`src/rtl/alu_seq_if.sv`:
```
// alu_seq_if: operand/opcode request and result/flag bundle for alu_seq_core.
// master drives start/op/a/b; slave returns busy/done/result/result_hi/flags/err.
interface alu_seq_if #(
  parameter int N   = 4,
  parameter int OPW = 4
);
  logic           start;
  logic [OPW-1:0] op;
  logic [N-1:0]   a;
  logic [N-1:0]   b;
  logic           busy;
  logic           done;
  logic [N-1:0]   result;
  logic [N-1:0]   result_hi;
  logic           flag_z;
  logic           flag_n;
  logic           flag_v;
  logic           flag_c;
  logic           err;

  modport master (
    output start, op, a, b,
    input  busy, done, result, result_hi,
    input  flag_z, flag_n, flag_v, flag_c, err
  );

  modport slave (
    input  start, op, a, b,
    output busy, done, result, result_hi,
    output flag_z, flag_n, flag_v, flag_c, err
  );
endinterface

```
`src/rtl/alu_seq_core.sv`:
```
// alu_seq_core: N-bit ALU, iterative mul/div/mod, held result + flags.
// Ports: clk, rst_n (sync, active-low), bus (alu_seq_if.slave). Option: ALU_SAT_EN.
module alu_seq_core #(
  parameter int N   = 4,
  parameter int OPW = 4
) (
  input logic      clk,
  input logic      rst_n,
  alu_seq_if.slave bus
);
  localparam int CW = (N > 2) ? $clog2(N) : 1;

  localparam logic [OPW-1:0] OP_ADD = OPW'(0);
  localparam logic [OPW-1:0] OP_SUB = OPW'(1);
  localparam logic [OPW-1:0] OP_MUL = OPW'(2);
  localparam logic [OPW-1:0] OP_DIV = OPW'(3);
  localparam logic [OPW-1:0] OP_MOD = OPW'(4);
  localparam logic [OPW-1:0] OP_AND = OPW'(5);
  localparam logic [OPW-1:0] OP_OR  = OPW'(6);
  localparam logic [OPW-1:0] OP_XOR = OPW'(7);
  localparam logic [OPW-1:0] OP_SHL = OPW'(8);
  localparam logic [OPW-1:0] OP_SHR = OPW'(9);

  typedef enum logic [1:0] {IDLE, ITER, FIN} st_t;

  st_t            st;
  logic [CW-1:0]  cnt;
  logic [OPW-1:0] rop;
  logic [N-1:0]   ra, rb, hi, lo;
  logic           busy_q, done_q;
  logic [N-1:0]   res_q, rhi_q;
  logic           z_q, n_q, v_q, c_q, err_q;

  logic go_iter;
  assign go_iter = (bus.op == OP_MUL || bus.op == OP_DIV
                    || bus.op == OP_MOD) && (bus.b != '0);

  // mul: {hi,lo} is the shift-add accumulator, lo starts as multiplier
  logic [N:0] madd;
  assign madd = {1'b0, hi} + (lo[0] ? {1'b0, ra} : '0);

  // div: hi is partial remainder, lo shifts dividend out / quotient in
  logic [N:0] dsh, dsub;
  logic       dge;
  assign dsh  = {hi, lo[N-1]};
  assign dge  = dsh >= {1'b0, rb};
  assign dsub = dsh - {1'b0, rb};

  logic [N:0]     sum, dif;
  logic [2*N-1:0] shl_w, shr_w;
  assign sum   = {1'b0, ra} + {1'b0, rb};
  assign dif   = {1'b0, ra} + {1'b0, ~rb} + (N+1)'(1);
  // widened shifts: the bit next to the result is the last one shifted out
  assign shl_w = {{N{1'b0}}, ra} << rb;
  assign shr_w = {ra, {N{1'b0}}} >> rb;

  logic [N-1:0] f_res, f_hi;
  logic         f_z, f_n, f_v, f_c, f_err;

  always_comb begin
    f_res = '0;
    f_hi  = '0;
    f_v   = 1'b0;
    f_c   = 1'b0;
    f_err = 1'b0;
    unique case (1'b1)
      rop == OP_ADD: begin
        f_res = sum[N-1:0];
        f_c   = sum[N];
        f_v   = (ra[N-1] == rb[N-1]) && (sum[N-1] != ra[N-1]);
`ifdef ALU_SAT_EN
        if (sum[N]) f_res = '1;
`endif
      end
      rop == OP_SUB: begin
        f_res = dif[N-1:0];
        f_c   = dif[N];
        f_v   = (ra[N-1] != rb[N-1]) && (dif[N-1] != ra[N-1]);
`ifdef ALU_SAT_EN
        if (!dif[N]) f_res = '0;
`endif
      end
      rop == OP_MUL: begin
        f_res = lo;
        f_hi  = hi;
        f_c   = |hi;
        f_v   = |hi;
      end
      (rop == OP_DIV || rop == OP_MOD) && rb == '0: begin
        f_res = '1;
        f_hi  = ra;
        f_err = 1'b1;
      end
      rop == OP_DIV && rb != '0: begin
        f_res = lo;
        f_hi  = hi;
      end
      rop == OP_MOD && rb != '0: f_res = hi;
      rop == OP_AND: f_res = ra & rb;
      rop == OP_OR:  f_res = ra | rb;
      rop == OP_XOR: f_res = ra ^ rb;
      rop == OP_SHL: begin
        f_res = shl_w[N-1:0];
        f_c   = shl_w[N];
      end
      rop == OP_SHR: begin
        f_res = shr_w[2*N-1:N];
        f_c   = shr_w[N-1];
      end
      default: f_err = 1'b1;
    endcase
    f_n = f_res[N-1];
    f_z = (rop == OP_MUL) ? ({hi, lo} == '0) : (f_res == '0);
  end

  always_ff @(posedge clk) begin
    if (!rst_n) begin
      st     <= IDLE;
      cnt    <= '0;
      rop    <= '0;
      ra     <= '0;
      rb     <= '0;
      hi     <= '0;
      lo     <= '0;
      busy_q <= 1'b0;
      done_q <= 1'b0;
      res_q  <= '0;
      rhi_q  <= '0;
      z_q    <= 1'b0;
      n_q    <= 1'b0;
      v_q    <= 1'b0;
      c_q    <= 1'b0;
      err_q  <= 1'b0;
    end else begin
      done_q <= 1'b0;
      unique case (st)
        IDLE: begin
          if (bus.start) begin
            rop    <= bus.op;
            ra     <= bus.a;
            rb     <= bus.b;
            hi     <= '0;
            // mul by zero skips ITER; lo=b=0 then yields a zero product
            lo     <= (bus.op == OP_MUL) ? bus.b : bus.a;
            cnt    <= CW'(N-1);
            busy_q <= 1'b1;
            st     <= go_iter ? ITER : FIN;
          end
        end
        ITER: begin
          if (rop == OP_MUL) begin
            hi <= madd[N:1];
            lo <= {madd[0], lo[N-1:1]};
          end else begin
            hi <= dge ? dsub[N-1:0] : dsh[N-1:0];
            lo <= {lo[N-2:0], dge};
          end
          cnt <= cnt - CW'(1);
          if (cnt == '0) st <= FIN;
        end
        FIN: begin
          res_q  <= f_res;
          rhi_q  <= f_hi;
          z_q    <= f_z;
          n_q    <= f_n;
          v_q    <= f_v;
          c_q    <= f_c;
          err_q  <= f_err;
          done_q <= 1'b1;
          busy_q <= 1'b0;
          st     <= IDLE;
        end
        default: st <= IDLE;
      endcase
    end
  end

  assign bus.busy      = busy_q;
  assign bus.done      = done_q;
  assign bus.result    = res_q;
  assign bus.result_hi = rhi_q;
  assign bus.flag_z    = z_q;
  assign bus.flag_n    = n_q;
  assign bus.flag_v    = v_q;
  assign bus.flag_c    = c_q;
  assign bus.err       = err_q;
endmodule

```
`src/flat_wrapper.sv`:
```
// flat-port wrapper written by rule: the top's interface ports become plain ports
module alu_seq_core_flat 
#(
  parameter int N   = 4,
  parameter int OPW = 4
)
  (clk, rst_n, bus_start, bus_op, bus_a, bus_b, bus_busy, bus_done, bus_result, bus_result_hi, bus_flag_z, bus_flag_n, bus_flag_v, bus_flag_c, bus_err);
  alu_seq_if #(.N(N), .OPW(OPW)) bus_i ();
  input logic clk;
  input logic rst_n;
  input wire logic [$bits(bus_i.start)-1:0] bus_start;
  input wire logic [$bits(bus_i.op)-1:0] bus_op;
  input wire logic [$bits(bus_i.a)-1:0] bus_a;
  input wire logic [$bits(bus_i.b)-1:0] bus_b;
  output wire logic [$bits(bus_i.busy)-1:0] bus_busy;
  output wire logic [$bits(bus_i.done)-1:0] bus_done;
  output wire logic [$bits(bus_i.result)-1:0] bus_result;
  output wire logic [$bits(bus_i.result_hi)-1:0] bus_result_hi;
  output wire logic [$bits(bus_i.flag_z)-1:0] bus_flag_z;
  output wire logic [$bits(bus_i.flag_n)-1:0] bus_flag_n;
  output wire logic [$bits(bus_i.flag_v)-1:0] bus_flag_v;
  output wire logic [$bits(bus_i.flag_c)-1:0] bus_flag_c;
  output wire logic [$bits(bus_i.err)-1:0] bus_err;
  assign bus_i.start = bus_start;
  assign bus_i.op = bus_op;
  assign bus_i.a = bus_a;
  assign bus_i.b = bus_b;
  assign bus_busy = bus_i.busy;
  assign bus_done = bus_i.done;
  assign bus_result = bus_i.result;
  assign bus_result_hi = bus_i.result_hi;
  assign bus_flag_z = bus_i.flag_z;
  assign bus_flag_n = bus_i.flag_n;
  assign bus_flag_v = bus_i.flag_v;
  assign bus_flag_c = bus_i.flag_c;
  assign bus_err = bus_i.err;
  alu_seq_core #(.N(N), .OPW(OPW)) u_core (.clk(clk), .rst_n(rst_n), .bus(bus_i));
endmodule
```
`config.mk`:
```
export PLATFORM = sky130hd
export DESIGN_NAME = alu_seq_core_flat
export DESIGN_NICKNAME = d
export VERILOG_FILES = /design/src/rtl/alu_seq_if.sv /design/src/rtl/alu_seq_core.sv /design/src/flat_wrapper.sv
export SDC_FILE = /design/constraint.sdc
export NUM_CORES = 1
export LEC_CHECK = 0
export CORE_MARGIN = 1.5
export CORE_UTILIZATION = 30
export DETAILED_ROUTE_END_ITERATION = 8
export PLACE_DENSITY = 0.51
export SKIP_LAST_GASP = 1
export SYNTH_ARGS = -nofsm -noshare
export SYNTH_HDL_FRONTEND = slang
export SYNTH_SLANG_ARGS = --single-unit
```
`constraint.sdc`:
```
create_clock -name clk -period 3.8 [get_ports clk]
set_clock_uncertainty 0.15 [all_clocks]
set_input_delay 0.38 -clock clk [delete_from_list [all_inputs] [get_ports clk]]
set_output_delay 0.38 -clock clk [all_outputs]
set_load 0.05 [all_outputs]
```
After elaboration in Yosys (flattened, before gate mapping)
Index checks and enable logic that the tools add are counted.

word-level totals
  register bits after elaboration = 39
  bits in latches = 0
  RAM bits = 0
  bits in read-only memories = 0
  input port bits = 15
  logic and storage cells = 99
  memories kept = 0

cells by class
  $add $sub $neg = 6
  multiply operators = 0
  div/mod/pow operators = 0
  order comparisons = 1
  equality and inequality tests = 20
  shift operators = 2
  muxes and demuxes = 24
  bitwise operators = 4
  reductions and logical operators = 26

operator list
  operator               count
  $pmux W4 S10           1
  $mux W4                7
  $pmux W4 S2            3
  $eq A4 B3 Y1 const B   5
  $eq A4 B2 Y1 const B   4
  $add A4 B4 Y5          3
  $logic_not A4 Y1       3
  $reduce_or A10 Y1      1
  $eq A4 B4 Y1 const B   2
  $logic_not A8 Y1       1
  $mux W2                4
  $pmux W2 S2            2
  $reduce_and A2 Y1      4
  $reduce_bool A4 Y1     2
  $shr A8 B4 Y8          1
  $logic_and A1 B1 Y1    6
  $add A5 B1 Y5 const B  1
  $ge A5 B4 Y1           1
  $pmux W1 S5            1
  $shl A4 B4 Y5          1
  $and A4 B4 Y4          1
  $eq A4 B1 Y1 const B   1
  $logic_not A2 Y1       2
  $mux W1                4
  other kinds (17)       22

Depth between registers and ports, before layout
Gate-level depths: netlist of run 1.

  word-level depth = 7
  mapped depth = 10
  mapped depth without buffers = 10

Least setup slack after synthesis of run 1
OpenSTA, ideal clock, no wires.

  kind = register -> register
  start point = register u_core.rb[1]
  end point = register u_core.z_q (netlist: u_core.bus.flag_z)
  arrival time = 2.451 ns
  required time = 3.591 ns
  setup slack = 1.140 ns
  cell stages (with the launch flop) = 11
  cells stage by stage = dfxtp_1 buf_2 clkbuf_1 inv_1 ha_1 o21bai_1 a21o_1 a221oi_1 nand3_1 nor4_1 a22o_1

between the ends
  cells in the longest elaborated chain, start to end = 6

RTL lines
  what                                                  line                                                        text
  from (decl)                                           alu_seq_core.sv:29                                          logic [N-1:0] ra, rb, hi, lo;
  from (signal assigned)                                alu_seq_core.sv:141                                         rb <= bus.b;
  $not A4 Y4 or $reduce_bool A4 Y1 (tied branches)      alu_seq_core.sv:52, alu_seq_core.sv:94, alu_seq_core.sv:98
  $add A4 B4 Y5 or $logic_and A1 B1 Y1 (tied branches)  alu_seq_core.sv:52, alu_seq_core.sv:94
  $add A5 B1 Y5 or $reduce_or A2 Y1 (tied branches)     --
  $pmux W4 S10 *                                        alu_seq_core.sv:66                                          unique case (1'b1)
  $logic_not A4 Y1 *                                    alu_seq_core.sv:113                                         f_z = (rop == OP_MUL) ? ({hi, lo} == '0) : (f_res == '0);
  $mux W1 *                                             alu_seq_core.sv:113
  to (signal assigned)                                  alu_seq_core.sv:164                                         z_q <= f_z;
  to (decl)                                             alu_seq_core.sv:32                                          logic z_q, n_q, v_q, c_q, err_q;

Mark *: on every way between the ends. The rest lies on a longest branch, timed or not.
A chain may end at the register's enable or synchronous reset.

Worst setup path in the final report of run 1
  start point = register u_core.ra[3]
  end point = register u_core.z_q (netlist: u_core.bus.flag_z)

between the ends
  cells in the longest elaborated chain, start to end = 5

RTL lines
  what                    line                 text
  from (decl)             alu_seq_core.sv:29
  from (signal assigned)  alu_seq_core.sv:140  ra <= bus.a;
  $add A4 B4 Y5           alu_seq_core.sv:52   assign dif = {1'b0, ra} + {1'b0, ~rb} + (N+1)'(1);
  $add A5 B1 Y5           alu_seq_core.sv:52
  $pmux W4 S10 *          alu_seq_core.sv:66
  $logic_not A4 Y1 *      alu_seq_core.sv:113
  $mux W1 *               alu_seq_core.sv:113

Marked as above.

==> metrics.txt, run 1 <==
Final Max Slew Viols 0; total wire length 9240 µm; netlist area before placement 3110 µm²; end point of the worst hold path u_core.cnt[1]; # Post-CTS Setup Buffers 0; minimum setup slack among reg-to-reg paths 1.01 ns; Wirelength per Cell 17.2 µm; required time reported for the critical path endpoint 3.90 ns; setup repair after global routing missed its margin no; grt met1 use 0.249; diodes inserted 0; 1st-iter DRT viols 207; maximum VDD drop 0.000142 V; weighted congestion reported at the end of routability-driven placement 0.890; share of total power in combinational logic 0.313; IO Port Bufs 29; buffers from clock root to sink, at most 2; startpoint of the lowest-slack hold path u_core.cnt[1]; ratio of final minimum period to clock period 0.734; post-synth cell types 62; Synthesized Nets 428; worst-case setup slack after placement 1.09 ns; cells along the critical path inv_1 -> ha_1 -> nand3_1 -> o31ai_1 -> a2111oi_2 -> nand3_1 -> nor4_1 -> a22o_1; hold buffers post-CTS 0; number of synthesized flops with an enable pin 0; final-layout setup total negative slack 0 ns; launching point of the worst reg2reg path u_core.ra[3]; switching power as a share of total power 0.363; post-route cell area 3600 µm²; met2 Use GR 0.258; arrival time of data at the critical path endpoint 2.89 ns; share of flip-flops with an asynchronous set or reset after synthesis 0; buffer type at the clock tree root clkbuf_8; Most Crowded Layer GR met2; static power due to leakage 1.30 nW; critical-path cell with the highest stage delay dfxtp_1; dpl hpwl 6840 µm; GRT Residual Overflow 0; share of cells above drive strength 1 0.0693; Internal Dissipation 0.774 mW; H-tree depth reported by CTS 2; drc violations 0; via count of the first global-routing pass 2740; final count of negative-setup-slack endpoints 0; CP max FO 11; global-route wire length before repair 15300 µm; area inside the core boundary 9910 µm²; number of sinks handled by clock tree synthesis 38; clock insertion delay at the later pin of the skew report 0.30 ns; maximum number of pins on one net before global-route repair 41; reg-to-reg endpoint u_core.bus.flag_z; die span in x 105 µm; DIE AREA 11000 µm²; clock tree from TritonCTS done; Hold Slack 0.321 ns; cell count of the worst reg-to-reg path 8; total of flip-flops plus latches after synthesis 38; most used flip-flop cell after synthesis dfxtp_1; count of final hold-check violations 0; Resized Gates After CTS 0; Num CTS Buffers 5; power share of the sequential group 0.388; stage delay of the slowest cell on the critical path 0.66 ns; total number of nets in the final design 444; starting utilization of the core area 0.313; router iterations before antenna repair 4; total cell area at the placement stage 3480 µm²; number of core rows 36; maximum operating frequency 0.358 GHz; Setup Crit Path Kind reg2reg; Vert. Die Dim 105 µm; net switching power of the design 0.440 mW; met3 global-route usage 0.0337; type of the worst min-delay path reg2reg; io pins 30; total number of yosys warnings 0; Post-Syn Instances 387; remaining antenna violation count after routing 0; setup slack after layout 1.01 ns; overall global routing resource usage 0.174; fraction of power consumed by the clock network 0.299; average footprint of a synthesized cell 8.02 µm²; run status complete, no violations; mean number of vias per cell 5.40; pwr dens 337 nW/µm²; antenna violations before repair 0; crit path capture type flop; P&R area growth vs syn 15.8%; Period minus WS final 2.79 ns; measured slew at the worst slew-check pin 0.865 ns; sequential-to-total area share from yosys stat 0.245; CP most frequent cell nand3_1; clock transition at the register clock pins on the worst setup and hold paths after CTS 0.09 ns; count of max-cap constraint violations 0; crit path launch type flop; Worst slew margin 0.423; count of vias placed by the detailed router 2899; number of cells traversed by the worst hold path 2
==> per-stage QoR <==
stage                      util  total power, mW  std cells
after floorplan               -            0.743        387
after global placement    0.352            0.859        529
after detailed placement  0.352            0.856        529
after CTS                 0.363             1.22        537
after global routing      0.363             1.28        537
final                     0.363             1.21        537
==> cells in the final DEF (no fill, tap or decap), types with 3 or more instances in the layout <==
master           count
ha_1                22
nand4_1              4
mux2i_1             15
a221oi_1             7
o21ai_0             18
dfxtp_1             38
a21o_1               3
o211ai_1             5
nor4_1               6
a211oi_1            10
clkdlybuf4s50_1     29
nand3b_1             4
inv_1               18
nand2_1             21
and2_1               7
a31oi_1              4
nor3_1               5
buf_4                5
nand3_1              7
or3_1                5
a21oi_1             29
nand2b_1             7
nor2_1              41
clkbuf_8             5
fa_1                 4
nor2b_1             25
nor3b_1              9
xnor2_1              3
o22ai_1              3
==> routing by layer <==
metal	wire, µm	up-vias
met3	615	20
met5	0	-
li1	-	1425
met4	214	0
met2	3880	122
met1	4530	1332
==> sequential cells by signal, summed over array words and instances (netlist names), 2 cells and up <==
signal and count:
u_core.bus.result 3, u_core.bus.result_hi 4, u_core.cnt 2, u_core.hi 4, u_core.lo 4, u_core.ra 4, u_core.rb 4, u_core.rop 4
u_core.st 2
==> synthesized netlist by cell type (all sizes together) (3+ instances only) <==
library cell | instances | area, µm²
nand2b | 7 | 43.8
or3 | 5 | 31.3
a221oi | 7 | 61.3
fa | 4 | 80.1
and2 | 7 | 43.8
a21o | 3 | 22.5
clkbuf | 14 | 52.6
nand4 | 4 | 25.0
nand3b | 4 | 30.0
buf | 11 | 68.8
nor4 | 8 | 71.3
inv | 18 | 67.6
xnor2 | 3 | 26.3
a211oi | 13 | 120
o211ai | 5 | 37.5
nor2 | 41 | 154
mux2i | 15 | 150
o21ai | 18 | 90.1
nand2 | 21 | 78.8
o22ai | 3 | 18.8
nor2b | 25 | 156
dfxtp | 38 | 761
a31oi | 4 | 25.0
nor3b | 10 | 75.1
ha | 22 | 275
a2111oi | 4 | 47.6
nand3 | 7 | 35.0
nor3 | 6 | 35.0
a21oi | 29 | 145
==> how the worst max path moves through the flow <==
| stage | from | to | slack (ns) | depth (start not counted) |
|---|---|---|---|---|
| after floorplan | u_core.rb[1] | u_core.bus.flag_z | 1.14 | 10 |
| after global routing | u_core.ra[3] | u_core.bus.flag_z | 0.71 | 8 |
| final | u_core.ra[3] | u_core.bus.flag_z | 1.01 | 8 |
| after CTS | u_core.ra[3] | u_core.bus.flag_z | 1.03 | 8 |
| after detailed placement | u_core.ra[3] | u_core.bus.flag_z | 1.09 | 8 |
| after global placement | u_core.ra[3] | u_core.bus.flag_z | 1.05 | 8 |
==> logic make-up after synthesis <==
logic type / after synthesis / synth area share
compound gates: 103 / 0.228
xor+xnor: 5 / 0.0141
mux: 17 / 0.0592
simple gates: 154 / 0.277
flops: 38 / 0.245
buf+inv: 44 / 0.0620
fa+ha+maj: 26 / 0.114
==> final cells by class <==
cell class | instances | area, µm²
sequential | 38 | 761
multi-input combinational | 305 | 2160
tap | 133 | 166
timing repair buffer | 34 | 328
inverter | 19 | 71.3
clock inverter | 3 | 45.0
fill | 1058 | 6310
clock buffer | 5 | 68.8
==> power by group through the flow <==
stage / Combinational (mW) / Clock (mW) / Sequential, mW
2_1_floorplan: 0.247 / 0 / 0.495
3_3_place_gp: 0.380 / 0 / 0.479
3_5_place_dp: 0.376 / 0 / 0.479
4_1_cts: 0.378 / 0.373 / 0.470
5_1_grt: 0.419 / 0.385 / 0.476
6_report: 0.380 / 0.363 / 0.471
==> critical path: cells and delay by family, from the launching register on <==
kind	cells	cell delay, ns
AND/OR/NAND/NOR	3	0.61
buffers and inverters	1	0.23
adder cells (fa/ha/maj)	1	0.40
flip-flops	1	0.66
AO/OA/AOI/OAI	3	0.67
Note: power is estimated with default switching activity, not from simulation.
==> run 2, diff against run 1 <==
--- a/config.mk
+++ b/config.mk
@@ -8,7 +8,7 @@
 export CORE_MARGIN = 1.5
 export CORE_UTILIZATION = 30
 export DETAILED_ROUTE_END_ITERATION = 8
-export PLACE_DENSITY = 0.51
+export PLACE_DENSITY = 0.53
 export SKIP_LAST_GASP = 1
 export SYNTH_ARGS = -nofsm -noshare
 export SYNTH_HDL_FRONTEND = slang
==> constraint.sdc (replaced) <==
create_clock -name clk -period 2.37 [get_ports clk]
set_clock_uncertainty 0.15 [all_clocks]
set_input_delay 0.237 -clock clk [delete_from_list [all_inputs] [get_ports clk]]
set_output_delay 0.237 -clock clk [all_outputs]
set_load 0.05 [all_outputs]
==> run 2 against run 1 <==
First-iteration DRC count decreased by 31%. Critical endpoint unchanged. Cell count is 8.9% higher. Critical path depth fell by 2. Power up 60%. Register-to-register slack worse by 0.97 ns. Die area did not move.
==> metrics.txt, run 2 (synthesized netlist as in run 1, its figures left out) <==
run status complete, no violations; leading cell types in the layout, fill and taps excluded buf_4, nor2_1, dfxtp_1; ratio of final minimum period to clock period 0.981 (+0.247); Vert. Die Dim 105 µm (unchanged); setup repair after global routing missed its margin yes; GRT Residual Overflow 0 (unchanged); 1st-iter DRT viols 142 (-31%); total number of nets in the final design 492 (+11%); count of final hold-check violations 0 (unchanged); grt met1 use 0.250 (+0.000666); IO Port Bufs 29 (unchanged); CP max FO 16 (+5); Setup Crit Path Kind reg2reg; number of core rows 36 (unchanged); fraction of power consumed by the clock network 0.250 (-0.049); arrival time of data at the critical path endpoint 2.37 ns (-0.52 ns); Num CTS Buffers 5 (unchanged); clock transition at the register clock pins on the worst setup and hold paths after CTS 0.08 ns (about the same); Period minus WS final 2.33 ns (-0.465 ns); worst-case setup slack after placement -0.0586 ns (-1.15 ns); antenna violations before repair 0 (unchanged); total wire length 9860 µm (+6.8%); drc violations 0 (unchanged); DIE AREA 11000 µm² (unchanged); remaining antenna violation count after routing 0 (unchanged); mean number of vias per cell 5.22 (-3.4%); count of vias placed by the detailed router 3052 (+5.3%); Worst slew margin 0.580 (+0.158); share of total power in combinational logic 0.375 (+0.062); starting utilization of the core area 0.313 (unchanged); type of the worst min-delay path reg2reg; buffers from clock root to sink, at most 2 (unchanged); overall global routing resource usage 0.182 (+0.00734); maximum number of pins on one net before global-route repair 26 (-37%); buffer type at the clock tree root clkbuf_8; Final Max Slew Viols 0 (unchanged); weighted congestion reported at the end of routability-driven placement 1.01 (+13%); via count of the first global-routing pass 2927 (+6.8%); Most Crowded Layer GR met2; P&R area growth vs syn 28.1%; dpl hpwl 7770 µm (+14%); met2 Use GR 0.290 (+0.0322); leading cell type in the layout, fill and taps excluded buf_4; die span in x 105 µm (unchanged); maximum VDD drop 0.000212 V (+49%); total design power 1.95 mW (+60%); crit path launch type flop; router iterations before antenna repair 4 (unchanged); pwr dens 489 nW/µm² (+45%); global-route wire length before repair 15600 µm (+2.4%); clock insertion delay at the later pin of the skew report 0.30 ns (about the same); minimum setup slack among reg-to-reg paths 0.04 ns (-0.97 ns); Wirelength per Cell 16.9 µm (-2.0%); measured slew at the worst slew-check pin 0.628 ns (-0.236 ns); maximum operating frequency 0.430 GHz (+20%); multi-input logic area 2190 µm² (+1.4%); net switching power of the design 0.713 mW (+62%); io pins 30 (unchanged); area inside the core boundary 9910 µm² (unchanged); crit path capture type flop; clock tree from TritonCTS done; H-tree depth reported by CTS 2 (unchanged); switching power as a share of total power 0.367 (+0.00416); Internal Dissipation 1.23 mW (+59%); setup slack after layout 0.0445 ns (-0.965 ns); met3 global-route usage 0.0274 (-0.00624); static power due to leakage 1.54 nW (+19%); share of cells above drive strength 1 0.192 (+0.123); required time reported for the critical path endpoint 2.42 ns (-1.48 ns); final count of negative-setup-slack endpoints 0 (unchanged); area taken by flip-flops and latches 767 µm² (+0.82%); number of sinks handled by clock tree synthesis 38 (unchanged); power share of the sequential group 0.375 (-0.013); diodes inserted 0 (unchanged); count of max-cap constraint violations 0 (unchanged); layout filler cell count 1025 (-3.1%)
-- run 2: power groups by stage --
stage	Clock, mW	Sequential, mW	Combinational, mW
6_report	0.486	0.729	0.730
5_1_grt	0.521	0.736	0.793
4_1_cts	0.499	0.728	0.720
3_5_place_dp	0	0.742	0.716
3_3_place_gp	0	0.741	0.716
2_1_floorplan	0	0.795	0.399
-- run 2: metal layers --
| metal | up-vias | routed length [µm] |
|---|---|---|
| met5 | - | 0 |
| met1 | 1449 | 4840 |
| li1 | 1517 | - |
| met4 | 0 | 213 |
| met2 | 72 | 4470 |
| met3 | 14 | 328 |
-- run 2: critical path, stage by stage (launching register included) --
cell,delay (ns)
dfxtp_1,0.51
or4b_1,0.61
a2111oi_0,0.42
a221oi_1,0.09
nand3_1,0.14
nor4_1,0.07
a22o_1,0.23
-- run 2: path summary, 6_finish.rpt --
check                      from           endpoint  depth (start not counted)
setup / recovery  u_core.rop[1]  u_core.bus.flag_z                          6
hold / removal    u_core.cnt[1]      u_core.cnt[1]                          2
setup reg to reg  u_core.rop[1]  u_core.bus.flag_z                          6
hold reg to reg   u_core.cnt[1]      u_core.cnt[1]                          2
-- run 2: what timing repair did --
action                     in CTS  in global routing
pin swaps                       2                  5
setup endpoints to repair       2                  6
buffers inserted                0                  1
hold buffers                    0                  0
gates resized for setup         4                 10
-- run 2: cell type report --
class                      count  area share
tap                          133      0.0418
clock buffer                   6      0.0208
inverter                      19      0.0179
timing repair buffer          82       0.174
sequential                    38       0.193
clock inverter                 2     0.00314
multi-input combinational    305       0.550
-- run 2: through the flow --
stage / utilization / std cells / TNS (ns) / hold slack [ns] / cell area [µm²]
global placement: 0.387 / 576 / -0.0231 / 0.292 / 3840
detailed placement: 0.387 / 576 / -0.0724 / 0.305 / 3840
global route: 0.402 / 585 / -0.161 / 0.342 / 3980
CTS: 0.398 / 584 / 0 / 0.317 / 3940
floorplan: - / 387 / 0 / 0.247 / 3120
finish: 0.402 / 585 / 0 / 0.317 / 3980
